File: src/rtl/i2c_cmd_seq_if.sv
// Bus bundle between the command sequencer, its external command ROM and the i2c_master.
interface i2c_cmd_seq_if #(
    parameter int ROM_AW = 6
);
    logic              rom_rd_en;
    logic [ROM_AW-1:0] rom_addr;
    logic [8:0]        rom_data;
    logic              m_write_en;
    logic [6:0]        m_chip_addr;
    logic [7:0]        m_reg_addr;
    logic [7:0]        m_data;
    logic              m_done;
    logic              m_nack;

    modport master (
        output rom_rd_en, rom_addr,
        input  rom_data,
        output m_write_en, m_chip_addr, m_reg_addr, m_data,
        input  m_done, m_nack
    );

    modport slave (
        input  rom_rd_en, rom_addr,
        output rom_data,
        input  m_write_en, m_chip_addr, m_reg_addr, m_data,
        output m_done, m_nack
    );
endinterface

File: src/rtl/i2c_cmd_seq.sv
// Table-driven I2C command sequencer: runs one of NUM_SEQ ROM-resident command lists per request,
// with in-table delays, a fixed inter-command gap, NACK retry and abort.
module i2c_cmd_seq #(
    parameter logic [6:0] CHIP_ADDR    = 7'h3C,
    parameter logic [7:0] CTRL_BYTE    = 8'h00,
    parameter int         NUM_SEQ      = 4,
    parameter int         ROM_AW       = 6,
    parameter int         SLEEP_CYCLES = 50000,
    parameter int         SLEEP_W      = 16,
    parameter int         DELAY_UNIT   = 250,
    parameter int         MAX_RETRY    = 3
) (
    input  logic                      clk,
    input  logic                      reset,
    input  logic [NUM_SEQ-1:0]        seq_req,
    input  logic [NUM_SEQ*ROM_AW-1:0] seq_base,
    input  logic [NUM_SEQ*ROM_AW-1:0] seq_len,
    input  logic                      abort,
    i2c_cmd_seq_if.master             bus,
    output logic                      busy,
    output logic                      seq_done,
    output logic [2:0]                cur_seq,
    output logic                      err,
    output logic [NUM_SEQ-1:0]        pending
);

    localparam logic [2:0] ST_IDLE      = 3'd0;
    localparam logic [2:0] ST_FETCH     = 3'd1;
    localparam logic [2:0] ST_WAIT_ROM  = 3'd2;
    localparam logic [2:0] ST_ISSUE     = 3'd3;
    localparam logic [2:0] ST_WAIT_DONE = 3'd4;
    localparam logic [2:0] ST_DELAY     = 3'd5;
    localparam logic [2:0] ST_GAP       = 3'd6;
    localparam logic [2:0] ST_FINISH    = 3'd7;

    localparam int                 RC_W      = (MAX_RETRY < 1) ? 1 : $clog2(MAX_RETRY + 1);
    localparam logic [SLEEP_W-1:0] GAP_LOAD  = SLEEP_W'(SLEEP_CYCLES - 1);
    localparam logic [RC_W-1:0]    RETRY_MAX = RC_W'(MAX_RETRY);

    logic [2:0]         state_r, state_nxt_s;
    logic [NUM_SEQ-1:0] req_meta_r, req_sync_r, req_prev_r, req_rise_s;
    logic [NUM_SEQ-1:0] pending_r, pending_nxt_s, pick_mask_s;
    logic [2:0]         pick_idx_s;
    logic [ROM_AW-1:0]  sel_base_s, sel_len_s;
    logic [ROM_AW-1:0]  ptr_r, rem_r;
    logic [SLEEP_W-1:0] cnt_r, delay_load_s;
    logic [RC_W-1:0]    retry_cnt_r;
    logic               retry_pend_r, retry_ok_s;
    logic               start_s, abort_take_s;
    logic [7:0]         m_data_r;
    logic               rd_en_r, write_en_r, busy_r, done_r, err_r;
    logic [2:0]         cur_seq_r;

    assign req_rise_s   = req_sync_r & ~req_prev_r;
    assign start_s      = (state_r == ST_IDLE) && (pending_r != {NUM_SEQ{1'b0}}) && !abort;
    assign retry_ok_s   = (retry_cnt_r < RETRY_MAX);
    assign sel_base_s   = seq_base[int'(pick_idx_s) * ROM_AW +: ROM_AW];
    assign sel_len_s    = seq_len[int'(pick_idx_s) * ROM_AW +: ROM_AW];
    assign delay_load_s = SLEEP_W'(bus.rom_data[7:0]) * SLEEP_W'(DELAY_UNIT);

    assign bus.rom_rd_en   = rd_en_r;
    assign bus.rom_addr    = ptr_r;
    assign bus.m_write_en  = write_en_r;
    assign bus.m_chip_addr = CHIP_ADDR;
    assign bus.m_reg_addr  = CTRL_BYTE;
    assign bus.m_data      = m_data_r;
    assign busy            = busy_r;
    assign seq_done        = done_r;
    assign cur_seq         = cur_seq_r;
    assign err             = err_r;
    assign pending         = pending_r;

    // Lowest-index pending request wins; scan high to low so the last hit is the lowest
    always_comb begin
        pick_idx_s  = 3'd0;
        pick_mask_s = {NUM_SEQ{1'b0}};
        for (int i = NUM_SEQ - 1; i >= 0; i--) begin
            pick_idx_s  = pending_r[i] ? 3'(i) : pick_idx_s;
            pick_mask_s = pending_r[i] ? (NUM_SEQ'(1) << i) : pick_mask_s;
        end
    end

    // Next-state decode; abort is only honoured at safe points and after m_done
    always_comb begin
        state_nxt_s  = state_r;
        abort_take_s = 1'b0;
        case (state_r)
            ST_IDLE: begin
                if (start_s) begin
                    state_nxt_s = (sel_len_s == ROM_AW'(0)) ? ST_FINISH : ST_FETCH;
                end else begin
                    state_nxt_s = ST_IDLE;
                end
            end
            ST_FETCH: begin
                abort_take_s = abort;
                state_nxt_s  = abort ? ST_FINISH : ST_WAIT_ROM;
            end
            ST_WAIT_ROM:  state_nxt_s = bus.rom_data[8] ? ST_DELAY : ST_ISSUE;
            ST_ISSUE:     state_nxt_s = ST_WAIT_DONE;
            ST_WAIT_DONE: begin
                if (!bus.m_done) begin
                    state_nxt_s = ST_WAIT_DONE;
                end else if (abort) begin
                    abort_take_s = 1'b1;
                    state_nxt_s  = ST_FINISH;
                end else if (!bus.m_nack || retry_ok_s) begin
                    state_nxt_s = ST_GAP;
                end else begin
                    state_nxt_s = ST_FINISH;
                end
            end
            ST_DELAY: begin
                abort_take_s = abort;
                if (abort) begin
                    state_nxt_s = ST_FINISH;
                end else if (cnt_r != SLEEP_W'(0)) begin
                    state_nxt_s = ST_DELAY;
                end else begin
                    state_nxt_s = (rem_r == ROM_AW'(1)) ? ST_FINISH : ST_FETCH;
                end
            end
            ST_GAP: begin
                abort_take_s = abort;
                if (abort) begin
                    state_nxt_s = ST_FINISH;
                end else if (cnt_r != SLEEP_W'(0)) begin
                    state_nxt_s = ST_GAP;
                end else if (retry_pend_r) begin
                    state_nxt_s = ST_ISSUE;
                end else begin
                    state_nxt_s = (rem_r == ROM_AW'(0)) ? ST_FINISH : ST_FETCH;
                end
            end
            ST_FINISH: state_nxt_s = ST_IDLE;
            default:   state_nxt_s = ST_IDLE;
        endcase
    end

    // Pending request bookkeeping; new edges are never lost, even during abort
    always_comb begin
        pending_nxt_s = pending_r;
        if (abort_take_s) begin
            pending_nxt_s = {NUM_SEQ{1'b0}};
        end else if (start_s) begin
            pending_nxt_s = pending_r & ~pick_mask_s;
        end else begin
            pending_nxt_s = pending_r;
        end
        pending_nxt_s = pending_nxt_s | req_rise_s;
    end

    // State, datapath and registered outputs
    always_ff @(posedge clk) begin
        if (!reset) begin
            state_r      <= ST_IDLE;
            req_meta_r   <= {NUM_SEQ{1'b0}};
            req_sync_r   <= {NUM_SEQ{1'b0}};
            req_prev_r   <= {NUM_SEQ{1'b0}};
            pending_r    <= {NUM_SEQ{1'b0}};
            ptr_r        <= ROM_AW'(0);
            rem_r        <= ROM_AW'(0);
            cnt_r        <= SLEEP_W'(0);
            retry_cnt_r  <= RC_W'(0);
            retry_pend_r <= 1'b0;
            m_data_r     <= 8'h00;
            rd_en_r      <= 1'b0;
            write_en_r   <= 1'b0;
            busy_r       <= 1'b0;
            done_r       <= 1'b0;
            err_r        <= 1'b0;
            cur_seq_r    <= 3'd0;
        end else begin
            state_r    <= state_nxt_s;
            req_meta_r <= seq_req;
            req_sync_r <= req_meta_r;
            req_prev_r <= req_sync_r;
            pending_r  <= pending_nxt_s;
            rd_en_r    <= (state_nxt_s == ST_FETCH);
            write_en_r <= (state_nxt_s == ST_ISSUE);
            busy_r     <= (state_nxt_s != ST_IDLE);
            done_r     <= (state_nxt_s == ST_FINISH);
            case (state_r)
                ST_IDLE: begin
                    if (start_s) begin
                        cur_seq_r    <= pick_idx_s;
                        ptr_r        <= sel_base_s;
                        rem_r        <= sel_len_s;
                        retry_cnt_r  <= RC_W'(0);
                        retry_pend_r <= 1'b0;
                        err_r        <= 1'b0;
                    end
                end
                ST_WAIT_ROM: begin
                    if (bus.rom_data[8]) begin
                        cnt_r <= delay_load_s;
                    end else begin
                        m_data_r <= bus.rom_data[7:0];
                    end
                end
                ST_ISSUE: retry_pend_r <= 1'b0;
                ST_WAIT_DONE: begin
                    if (bus.m_done) begin
                        if (!bus.m_nack) begin
                            retry_cnt_r <= RC_W'(0);
                            ptr_r       <= ptr_r + ROM_AW'(1);
                            rem_r       <= rem_r - ROM_AW'(1);
                            cnt_r       <= GAP_LOAD;
                        end else if (retry_ok_s) begin
                            retry_cnt_r  <= retry_cnt_r + RC_W'(1);
                            retry_pend_r <= 1'b1;
                            cnt_r        <= GAP_LOAD;
                        end else begin
                            err_r <= 1'b1;
                        end
                    end
                end
                ST_DELAY: begin
                    if (cnt_r != SLEEP_W'(0)) begin
                        cnt_r <= cnt_r - SLEEP_W'(1);
                    end else begin
                        ptr_r <= ptr_r + ROM_AW'(1);
                        rem_r <= rem_r - ROM_AW'(1);
                    end
                end
                ST_GAP: begin
                    if (cnt_r != SLEEP_W'(0)) begin
                        cnt_r <= cnt_r - SLEEP_W'(1);
                    end
                end
                default: begin
                    cnt_r <= cnt_r;
                end
            endcase
        end
    end

endmodule

File: src/flat_wrapper.sv
// flat-port wrapper written by rule: the top's interface ports become plain ports
module i2c_cmd_seq_flat 
#(
    parameter logic [6:0] CHIP_ADDR    = 7'h3C,
    parameter logic [7:0] CTRL_BYTE    = 8'h00,
    parameter int         NUM_SEQ      = 4,
    parameter int         ROM_AW       = 6,
    parameter int         SLEEP_CYCLES = 50000,
    parameter int         SLEEP_W      = 16,
    parameter int         DELAY_UNIT   = 250,
    parameter int         MAX_RETRY    = 3
)
  (clk, reset, seq_req, seq_base, seq_len, abort, busy, seq_done, cur_seq, err, pending, bus_rom_rd_en, bus_rom_addr, bus_rom_data, bus_m_write_en, bus_m_chip_addr, bus_m_reg_addr, bus_m_data, bus_m_done, bus_m_nack);
  i2c_cmd_seq_if #(.ROM_AW(ROM_AW)) bus_i ();
  input  logic clk;
  input  logic reset;
  input  logic [NUM_SEQ-1:0] seq_req;
  input  logic [NUM_SEQ*ROM_AW-1:0] seq_base;
  input  logic [NUM_SEQ*ROM_AW-1:0] seq_len;
  input  logic abort;
  output logic busy;
  output logic seq_done;
  output logic [2:0] cur_seq;
  output logic err;
  output logic [NUM_SEQ-1:0] pending;
  output wire logic [$bits(bus_i.rom_rd_en)-1:0] bus_rom_rd_en;
  output wire logic [$bits(bus_i.rom_addr)-1:0] bus_rom_addr;
  input wire logic [$bits(bus_i.rom_data)-1:0] bus_rom_data;
  output wire logic [$bits(bus_i.m_write_en)-1:0] bus_m_write_en;
  output wire logic [$bits(bus_i.m_chip_addr)-1:0] bus_m_chip_addr;
  output wire logic [$bits(bus_i.m_reg_addr)-1:0] bus_m_reg_addr;
  output wire logic [$bits(bus_i.m_data)-1:0] bus_m_data;
  input wire logic [$bits(bus_i.m_done)-1:0] bus_m_done;
  input wire logic [$bits(bus_i.m_nack)-1:0] bus_m_nack;
  assign bus_rom_rd_en = bus_i.rom_rd_en;
  assign bus_rom_addr = bus_i.rom_addr;
  assign bus_i.rom_data = bus_rom_data;
  assign bus_m_write_en = bus_i.m_write_en;
  assign bus_m_chip_addr = bus_i.m_chip_addr;
  assign bus_m_reg_addr = bus_i.m_reg_addr;
  assign bus_m_data = bus_i.m_data;
  assign bus_i.m_done = bus_m_done;
  assign bus_i.m_nack = bus_m_nack;
  i2c_cmd_seq #(.CHIP_ADDR(CHIP_ADDR), .CTRL_BYTE(CTRL_BYTE), .NUM_SEQ(NUM_SEQ), .ROM_AW(ROM_AW), .SLEEP_CYCLES(SLEEP_CYCLES), .SLEEP_W(SLEEP_W), .DELAY_UNIT(DELAY_UNIT), .MAX_RETRY(MAX_RETRY)) u_core (.clk(clk), .reset(reset), .seq_req(seq_req), .seq_base(seq_base), .seq_len(seq_len), .abort(abort), .bus(bus_i), .busy(busy), .seq_done(seq_done), .cur_seq(cur_seq), .err(err), .pending(pending));
endmodule
File: config.mk
export PLATFORM = sky130hd
export DESIGN_NAME = i2c_cmd_seq_flat
export DESIGN_NICKNAME = d
export VERILOG_FILES = /design/src/rtl/i2c_cmd_seq_if.sv /design/src/rtl/i2c_cmd_seq.sv /design/src/flat_wrapper.sv
export SDC_FILE = /design/constraint.sdc
export NUM_CORES = 1
export LEC_CHECK = 0
export BUFFER_PORTS_ARGS = -buffer_cell sky130_fd_sc_hd__buf_2
export CAP_MARGIN = 0
export CORE_MARGIN = 4
export CORE_UTILIZATION = 55
export DETAILED_ROUTE_END_ITERATION = 12
export GPL_TIMING_DRIVEN = 0
export PLACE_DENSITY = 0.88
export SYNTH_ARGS = -nofsm -noshare
export SYNTH_HDL_FRONTEND = slang
export SYNTH_SLANG_ARGS = --single-unit
File: constraint.sdc
create_clock -name clk -period 5.54 [get_ports clk]
set_clock_uncertainty 0.15 [all_clocks]
set_input_delay 0 -clock clk [delete_from_list [all_inputs] [get_ports clk]]
set_output_delay 0 -clock clk [all_outputs]
set_load 0.01 [all_outputs]
== Word-level counts from Yosys, hierarchy flattened ==
Index checks and enable logic that the tools add are counted.

* Add/sub/neg operators: 4
* Multiply operators: 2
* Div/mod/pow operators: 0
* Magnitude comparators: 1
* Equality and inequality tests: 21
* Shifts and indexed selects: 2
* Multiplexer cells: 58
* Bitwise logic cells: 6
* Reduce and logical (&&, ||, !) cells: 24

{| class="wikitable"
|+ Operator list
! operator !! number
|-
| $mux 16 || 5
|-
| $shiftx 24x32->6 || 2
|-
| $mux 3 || 16
|-
| $mux 6 || 8
|-
| $pmux 16 s3 || 1
|-
| $pmux 6 s3 || 2
|-
| $mux 4 || 6
|-
| $pmux 3 s8 || 1
|-
| $reduce_and 5->1 || 4
|-
| $reduce_bool 16->1 || 1
|-
| $sub 16x1->16 const B || 1
|-
| $eq 3x3->1 const B || 5
|-
| $mul 8x7->15 const B || 1
|-
| $logic_not 6->1 || 2
|-
| $ne 2x2->1 const B || 6
|-
| $reduce_bool 3->1 || 4
|-
| $mux 1 || 10
|-
| $mux 2 || 5
|-
| $eq 3x2->1 const B || 3
|-
| $and 4x4->4 || 2
|-
| $not 4->4 || 2
|-
| $add 6x1->6 const B || 1
|-
| $eq 3x1->1 const B || 2
|-
| $eq 6x1->1 const B || 1
|-
| other kinds (21) || 27
|}

* Flip-flop bits (word level): 66
* Bits in latches: 0
* Bits in writable memories: 0
* Bits in read-only memories: 0
* Bits of input ports: 66
* Output and inout port bits: 41
* Word-level logic and storage cells: 135
* Memories kept: 0

== Longest topological paths before layout ==
* Depth after elaboration: 11
* Mapped depth: 14

== Worst setup path before layout ==
No wires, ideal clock.

* Path kind: input to register
* Start point: input bus_rom_data[3]
* End point: register u_core.cnt_r[15]
* Setup time: 0.074 ns
* Data arrival time: 3.523 ns
* Required time: 5.316 ns
* Path slack: 1.793 ns
* Stages: 12
* Path buffers: 0
* Cell sequence: inv_1 -> fa_1 -> inv_1 -> fa_1 -> fa_1 -> ha_1 -> ha_1 -> a211o_1 -> a21oi_1 -> o21ai_0 -> or4_1 -> a31oi_1

* Longest elaborated chain between the ends: 3

{| class="wikitable"
|+ Ends and longest elaborated chain
! element !! line !! RTL
|-
| start: declaration || flat_wrapper.sv:28 || <nowiki>input wire logic [$bits(bus_i.rom_data)-1:0] bus_rom_data;</nowiki>
|-
| $mul 8x7->15 || i2c_cmd_seq.sv:59 || <nowiki>assign delay_load_s = SLEEP_W'(bus.rom_data[7:0]) * SLEEP_W'(DELAY_UNIT);</nowiki>
|-
| $mux 16 || i2c_cmd_seq.sv:195 || <nowiki>if (bus.rom_data[8]) begin</nowiki>
|-
| $pmux 16 s3 || i2c_cmd_seq.sv:183 || <nowiki>case (state_r)</nowiki>
|-
| end signal: assignment || i2c_cmd_seq.sv:196 || <nowiki>cnt_r <= delay_load_s;</nowiki>
|-
| end signal: assignment || i2c_cmd_seq.sv:220 || <nowiki>cnt_r <= cnt_r - SLEEP_W'(1);</nowiki>
|-
| end signal: assignment || i2c_cmd_seq.sv:228 || <nowiki>cnt_r <= cnt_r - SLEEP_W'(1);</nowiki>
|-
| end: declaration || i2c_cmd_seq.sv:46 || <nowiki>logic [SLEEP_W-1:0] cnt_r, delay_load_s;</nowiki>
|}

Every way passes these cells. The select of a mux whose other input is x is not followed.
A chain may end at the register's enable or synchronous reset.

== Final worst setup path ==
Same ends and word-level chain as after synthesis.

==> results.py <==
metrics = {
    "status": {
        "status": "complete, no violations",
    },
    "sta": {
        "hold_viol_final": 0,
        "max_freq_ghz": 0.223,
        "worst_slack_ns": 1.06,
        "tightest_slew_ns": 0.923,
        "setup_tns_ns": 0,
        "slew_headroom_pct": 37.9,
        "slew_viol_final": 0,
        "rsz0062_at_grt": "false",
        "fin_crit_ns": 4.48,
        "finalSetupViolations": 0,
        "fin_crit_sh_pct": 80.9,
    },
    "routing": {
        "drt_pass1_iterations": 9,
        "vias_per_cell": 5.94,
        "routedWlPerCell_um": 16.5,
        "routed_wl_um": 15000,
        "via_count": 5402,
        "drc_errors": 0,
        "final_antenna_net_count": 0,
        "dr.first_iter.drc_count": 449,
    },
    "cells_and_area": {
        "drive_gt1_share_pct": 18.6,
        "insertedDiodeCount": 0,
        "multi_input_area_um2": 3500,
        "regArea_um2": 1300,
        "syn_to_final_growth_pct": 21.9,
        "post-route-util_pct": 68.6,
        "nFillCells": 692,
        "nets": 906,
    },
    "critical_path": {
        "crit_required_ns": 5.68,
        "crit_path_max_fanout": 8,
        "start_kind": "input pin",
        "crit_type": "input pin to flip-flop",
        "crit_arrival_ns": 4.62,
        "endpoint_kind": "flip-flop",
    },
    "yosys": {
        "yosys.area.top_type": "dfxtp_1",
        "synth_top_family_by_area": "compound AO/OA/AOI/OAI gates",
        "synth_mux_area_share_pct": 3.58,
        "ys_top_cells_by_area": "dfxtp_1 25%, ha_1 11%, fa_1 8.1%",
        "synth-simple-area-share_pct": 19.0,
        "synth.avg_cell_area_um2": 8.19,
        "synth_edf_count": 0,
        "yosysSeqAreaShare_pct": 25.0,
        "syn_area_um2": 5200,
        "yosys.area_share.xor_xnor_pct": 2.19,
        "synth_top_area_share_pct": 25.0,
        "synth_seq_cells": 65,
        "synth_compound_area_share_pct": 22.6,
        "synth_adder_area_share_pct": 18.7,
        "synth_most_common_cell": "dfxtp_1",
        "synthArstFlopShare_pct": 0,
        "synthTopCellsByCount": "65 x dfxtp_1, 62 x nand2_1, 49 x a21oi_1, 49 x inv_1, 44 x ha_1",
        "ys_types": 68,
        "synth_cells": 635,
        "yosys_warnings": 0,
        "yosys_most_used_dff": "dfxtp_1",
    },
    "clock_tree": {
        "h-tree-depth": 3,
        "cts_tree": "yes",
        "clock_latency_ns": 0.36,
        "cts_sinks": 65,
        "path_clk_slew_ns": 0.09,
        "clock-root-buffer": "clkbuf_8",
        "cts_buffer_depth": 2,
        "numCtsBuffers": 9,
        "cts.repair.resized": 0,
    },
    "power_and_ir_drop": {
        "power.total_mw": 3.25,
        "power.leakage_nw": 2.83,
        "vdd_drop_max_mv": 0.355,
        "cellPowerDensity_nw_per_um2": 512,
    },
    "global_routing": {
        "grt_first_pass_wirelength_um": 24800,
        "top_usage_layer": "met2",
        "antenna_found_initial": 0,
        "use_met2_pct": 48.2,
        "grt-ovfl-total": 0,
        "grt_max_degree": 15,
        "met1_usage_pct": 30.1,
        "met3_usage_pct": 5.21,
        "track_usage_pct": 27.0,
        "grt_pass1_vias": 5450,
    },
    "die": {
        "die-area_um2": 11100,
        "num_io_pins": 107,
        "die_x_um": 105,
        "initial_core_util_pct": 56.3,
        "dieHeight_um": 105,
        "rows": 35,
        "core_area_um2": 9240,
    },
    "min_path": {
        "hp-class": "input pin to flip-flop",
    },
    "job": {
        "drv_cap": 0,
    },
    "placement": {
        "place_congestion": 0.940,
        "hpwl_um": 10700,
        "port_buffers": 88,
        "place_ws_ns": 1.30,
    },
}
## cell families (layout without fill, tap and decap cells)
| logic type | Yosys count | count (layout) |
|---|---|---|
| buffers and inverters | 102 | 233 |
| AO/OA/AOI/OAI | 179 | 179 |
| other | 2 | 16 |
| flip-flops | 65 | 65 |
| AND/OR/NAND/NOR | 198 | 198 |
| adder cells (fa/ha/maj) | 65 | 65 |
| multiplexers | 11 | 11 |
| XOR/XNOR | 13 | 13 |
## sequential cells by signal (all words and copies together) (netlist names)
signal,flops
u_core.seq_done,1
u_core.req_meta_r,4
u_core.busy,1
u_core.req_prev_r,4
u_core.req_sync_r,4
u_core.bus.rom_addr,6
u_core.pending,4
u_core.cnt_r,16
u_core.retry_cnt_r,2
u_core.bus.m_write_en,1
u_core.bus.rom_rd_en,1
u_core.bus.m_data,8
u_core.cur_seq,2
u_core.state_r,3
u_core.err,1
u_core.rem_r,6
u_core.retry_pend_r,1
## area by class of cell
type	instances	share of cell area, %
timing repair buffer	115	11.2
sequential	65	20.5
clock buffer	9	1.95
multi-input combinational	482	55.3
inverter	49	2.90
clock inverter	7	1.32
buffer	53	4.28
tap	129	2.55
## critical path: stages
cell           delay (ns)
dlygate4sd3_1        0.54
buf_2                0.18
inv_1                0.14
fa_1                 0.56
inv_1                0.06
fa_1                 0.53
fa_1                 0.44
ha_1                 0.33
ha_1                 0.40
a211o_1              0.33
a21oi_1              0.28
o21ai_0              0.18
or4_1                0.48
a31oi_1              0.18
## cell usage in the layout (no fill, tap or decap), types with 14 or more instances in the layout
cell type and count:
nand2_1 62, nor3_1 21, conb_1 16, inv_1 49, clkbuf_1 32, dfxtp_1 65
nor2_1 42, a21oi_1 49, dlygate4sd3_1 27, buf_4 16, and2_1 14, ha_1 44
buf_2 92, fa_1 21, o21ai_0 37
## through the flow
stage / hold slack, ns / area, µm² / instances
floorplan: -0.0227 / 5250 / 649
CTS: 0.0642 / 6330 / 909
global placement: 0.0565 / 5860 / 866
global route: 0.0954 / 6340 / 909
detailed placement: 0.0655 / 5860 / 866
finish: 0.0695 / 6340 / 909
## final timing paths
path                         from                   end  slack [ns]  cells past startpoint
max               bus_rom_data[3]      u_core.cnt_r[15]        1.06                     14
min                   seq_len[11]     u_core.state_r[1]        0.07                      6
min reg2reg  u_core.req_meta_r[1]  u_core.req_sync_r[1]        0.28                      1
max reg2reg       u_core.cnt_r[0]       u_core.cnt_r[5]        2.24                     10
## where the power goes
group | internal, mW | switching (mW)
Combinational | 0.865 | 1.26
Clock | 0.215 | 0.216
Sequential | 0.586 | 0.109
Total | 1.67 | 1.58
## layer usage
layer / wire, µm / up-vias
met5: 0 / -
met2: 7430 / 329
met1: 5630 / 2467
met4: 731 / 0
met3: 1180 / 81
li1: - / 2525
## timing repair
| item | 4_1_cts | 5_1_grt |
|---|---|---|
| hold buffers | 27 | 0 |
| hold endpoints to repair | 26 | 0 |
| buffers inserted | 0 | 0 |
Power figures use the tool's default switching activity.
